[config.mk]
export PLATFORM = sky130hd
export DESIGN_NAME = encoder_4_2
export DESIGN_NICKNAME = d
export VERILOG_FILES = /design/src/rtl/encoder_4_2.sv
export SDC_FILE = /design/constraint.sdc
export NUM_CORES = 1
export LEC_CHECK = 0
export ABC_AREA = 1
export CORE_AREA = 2 2 39 41
export CTS_CLUSTER_DIAMETER = 200
export DETAILED_ROUTE_END_ITERATION = 16
export DIE_AREA = 0 0 41 43
export DONT_BUFFER_PORTS = 1
export PLACE_DENSITY = 0.33
export SLEW_MARGIN = 20
export SYNTH_ARGS = -nofsm -noshare
export SYNTH_HDL_FRONTEND = slang
export SYNTH_SLANG_ARGS = --single-unit
export TNS_END_PERCENT = 30
[constraint.sdc]
create_clock -name clk -period 2 [get_ports clk]
set_clock_uncertainty 0.1 [all_clocks]
set_input_delay 0.3 -clock clk [delete_from_list [all_inputs] [get_ports clk]]
set_output_delay 0.3 -clock clk [all_outputs]
set_load 0.005 [all_outputs]
[src/rtl/encoder_4_2.sv]
// encoder_4_2 -- registered 4-to-2 priority encoder (a > b > c > d).
// Optional feature: define ENCODER_4_2_ERR_EN to add the registered
// multi-hot err output.
module encoder_4_2 (
  input  logic clk,
  input  logic rst,
  input  logic en,
  input  logic a,
  input  logic b,
  input  logic c,
  input  logic d,
  output logic x,
  output logic y,
  output logic valid
`ifdef ENCODER_4_2_ERR_EN
  ,
  output logic err
`endif
);

  logic [1:0] code_nxt;
  logic       any_req;

  // Priority resolve: the highest active request sets the code; none -> 00.
  always_comb begin
    code_nxt = 2'b00;
    if (a)      code_nxt = 2'b11;
    else if (b) code_nxt = 2'b10;
    else if (c) code_nxt = 2'b01;
    any_req = a | b | c | d;
  end

  // Output register: reset dominates, en=0 holds the last capture.
  always_ff @(posedge clk) begin
    if (rst) begin
      x     <= 1'b0;
      y     <= 1'b0;
      valid <= 1'b0;
    end else if (en) begin
      x     <= code_nxt[1];
      y     <= code_nxt[0];
      valid <= any_req;
    end
  end

`ifdef ENCODER_4_2_ERR_EN
  logic multi_hot;

  // Two or more requests active: any pair being set is enough.
  always_comb begin
    multi_hot = (a & b) | (a & c) | (a & d) | (b & c) | (b & d) | (c & d);
  end

  // err shares the capture/hold/reset behaviour of the code register.
  always_ff @(posedge clk) begin
    if (rst)     err <= 1'b0;
    else if (en) err <= multi_hot;
  end
`endif

endmodule

==> run_results.csv <==
group,metric,value,unit
yosys,synth.area.top_cells,"dfxtp_1 (48%), o21ai_0 (12%), inv_1 (12%), nor2_1 (8.9%), a21oi_1 (7.9%)",
placement,gp_congestion,0.418,
timing,period_minus_slack,0.981,ns
yosys,syn_area,126,um2
worst_setup_path,cp-start-kind,"register",
timing,slew_headroom,89.8,%
yosys,netlist_instances,18,
pwr,p_per_area,1050,mW/mm2
timing,fin_crit_sh,49.0,%
placement,postPlaceCellArea,146,um2
cells_and_area,finalNonFillerCells,38,
clock_network,cts.clk_slew.worst_paths,0.04,ns
yosys,avgSynthCellArea,7.02,um2
timing,tightest_slew,0.152,ns
worst_setup_path,worstPathMaxFanout,2,
yosys,synth_cell_types,8,
clock_network,cts_made_buffers,3,
die,core,0.00138,mm2
worst_hold_path,min_from,"c",
global_route,grt_use_total,5.22,%
placement,dp_hpwl,317,um
yosys,ys_top_cells_by_count,"inv_1 (4), dfxtp_1 (3), nor2_1 (3), o21ai_0 (3), a21oi_1 (2)",
yosys,synth.largest_area_cell,"dfxtp_1",
timing,hold_violations,0,
drt,vias,130,
global_route,grt_pass1_vias,127,
clock_network,worstSkewPairLatency,0.23,ns
timing,final-setup-viol-count,0,
worst_setup_path,r2r-end,"valid$_SDFFE_PP0P_",
clock_network,post-cts-setup-buffers,0,
cells_and_area,final_nets,30,
flow_run,cap_violations,0,
clock_network,cts_tree,"yes",
timing,slew_viol_final,0,
cells_and_area,utilization,12.5,%
timing,worst_slack,1.02,ns
die,die_x,41,um
placement,placed_cells,34,
drt,avgViaCountPerCell,3.42,
global_route,grt_max_degree,6,
pwr,p_total,0.182,mW
worst_setup_path,r2r_setup_slack,1.23,ns
yosys,synth_edf_count,0,
cells_and_area,antennaDiodeCount,0,
global_route,overflow,0,
worst_setup_path,cp.required,1.60,ns
drt,drtIter0Drc,4,
worst_setup_path,r2r_start,"valid$_SDFFE_PP0P_",
clock_network,cts_hold_buffers,0,
die,row_count,14,
clock_network,cts_resized,0,
cells_and_area,drive_above_1_share,13.6,%
die,initial_core_util,9.13,%
yosys,ys_ff_latch,3,
clock_network,root_buffer,"clkbuf_4",
worst_hold_path,whs_endpoint,"y$_SDFFE_PP0P_",
yosys,ys_warn_count,0,
worst_setup_path,r2r_cells,2,
worst_hold_path,hold_depth,2,
clock_network,clock-sinks,3,
timing,setup_tns,0,ns
clock_network,clk_path_buf_depth,2,
die,io_pins,10,
yosys,yosys_most_used_dff,"dfxtp_1",
timing,whs,0.137,ns
outcome,status,"finished, final reports clean",
worst_hold_path,hold_path_class,"input port to register",
pwr,p_leak,0.0780,nW
timing,rsz0062_at_grt,"no",
global_route,grt_pass1_wl,496,um
yosys,async_flop_share,0,%
yosys,synth_top_area_share,47.5,%
drt,finalWirelength,379,um
yosys,synth_most_common_cell,"inv_1",
die,die_area,0.00176,mm2
drt,drc,0,
pwr,ir_drop,133,uV
worst_setup_path,crit_path_end_kind,"primary output",
placement,dp_slack,1.10,ns
placement,portBuffers,0,
clock_network,cts_max_level,1,
die,die_y,43,um
cells_and_area,fin_area,173,um2
drt,final_antenna_net_count,0,
global_route,antenna_found_initial,0,
worst_setup_path,cp.arrival,0.58,ns
yosys,synth_nets,25,
worst_setup_path,critical_path_class,"register to primary output",
drt,routedWlPerCell,9.97,um
cells_and_area,syn_to_final_growth,36.6,%
drt,first_pass_iters,4,
yosys,seq_area_frac_synth,47.5,%
timing,timing.fmax,1020,MHz
worst max-delay path by stage:
stage,startpoint,endpoint,slack (ns),cells after the start
2_1_floorplan,c,valid$_SDFFE_PP0P_,1.16,3
3_3_place_gp,c,valid$_SDFFE_PP0P_,1.13,3
3_5_place_dp,c,valid$_SDFFE_PP0P_,1.10,3
4_1_cts,valid$_SDFFE_PP0P_,valid,1.0,0
5_1_grt,valid$_SDFFE_PP0P_,valid,0.99,0
6_report,valid$_SDFFE_PP0P_,valid,1.02,0
logic make-up after synthesis:
kind of cell	share of synthesized area, %
simple gates	20.8
compound gates	19.8
buf+inv	11.9
flops	47.5
registers in the layout (all words and copies together) (netlist names):
register and flops:
valid 1, x 1, y 1
layout by cell type (no fill, tap or decap):
cell / instances
inv_1: 4
o21ai_0: 3
dfxtp_1: 3
nand2_1: 1
clkbuf_4: 3
clkbuf_1: 1
nand3_1: 1
a21oi_1: 2
nor2_1: 3
or2_0: 1
per-layer routing:
metal / track usage [%] / share of wire, % / vias to the layer above
met2: 8.13 / 54 / 7
met3: 3.14 / 12 / 0
met4: 8.00 / 0 / 0
met1: 2.57 / 33 / 59
li1: - / - / 64
met5: 0 / 0 / -
final cells by class:
class	count	area (um2)
clock buffers	4	26.3
flip-flops and latches	3	60.1
well taps	16	20.0
inverters	4	15.0
fillers	167	1210
multi-input cells	11	51.3
where the power goes:
part           internal [mW]  switching, mW  total [mW]
Combinational        0.00391        0.00597     0.00988
Sequential            0.0649        0.00339      0.0683
Clock                 0.0746         0.0289       0.104
Note: power is estimated with default switching activity, not from simulation.
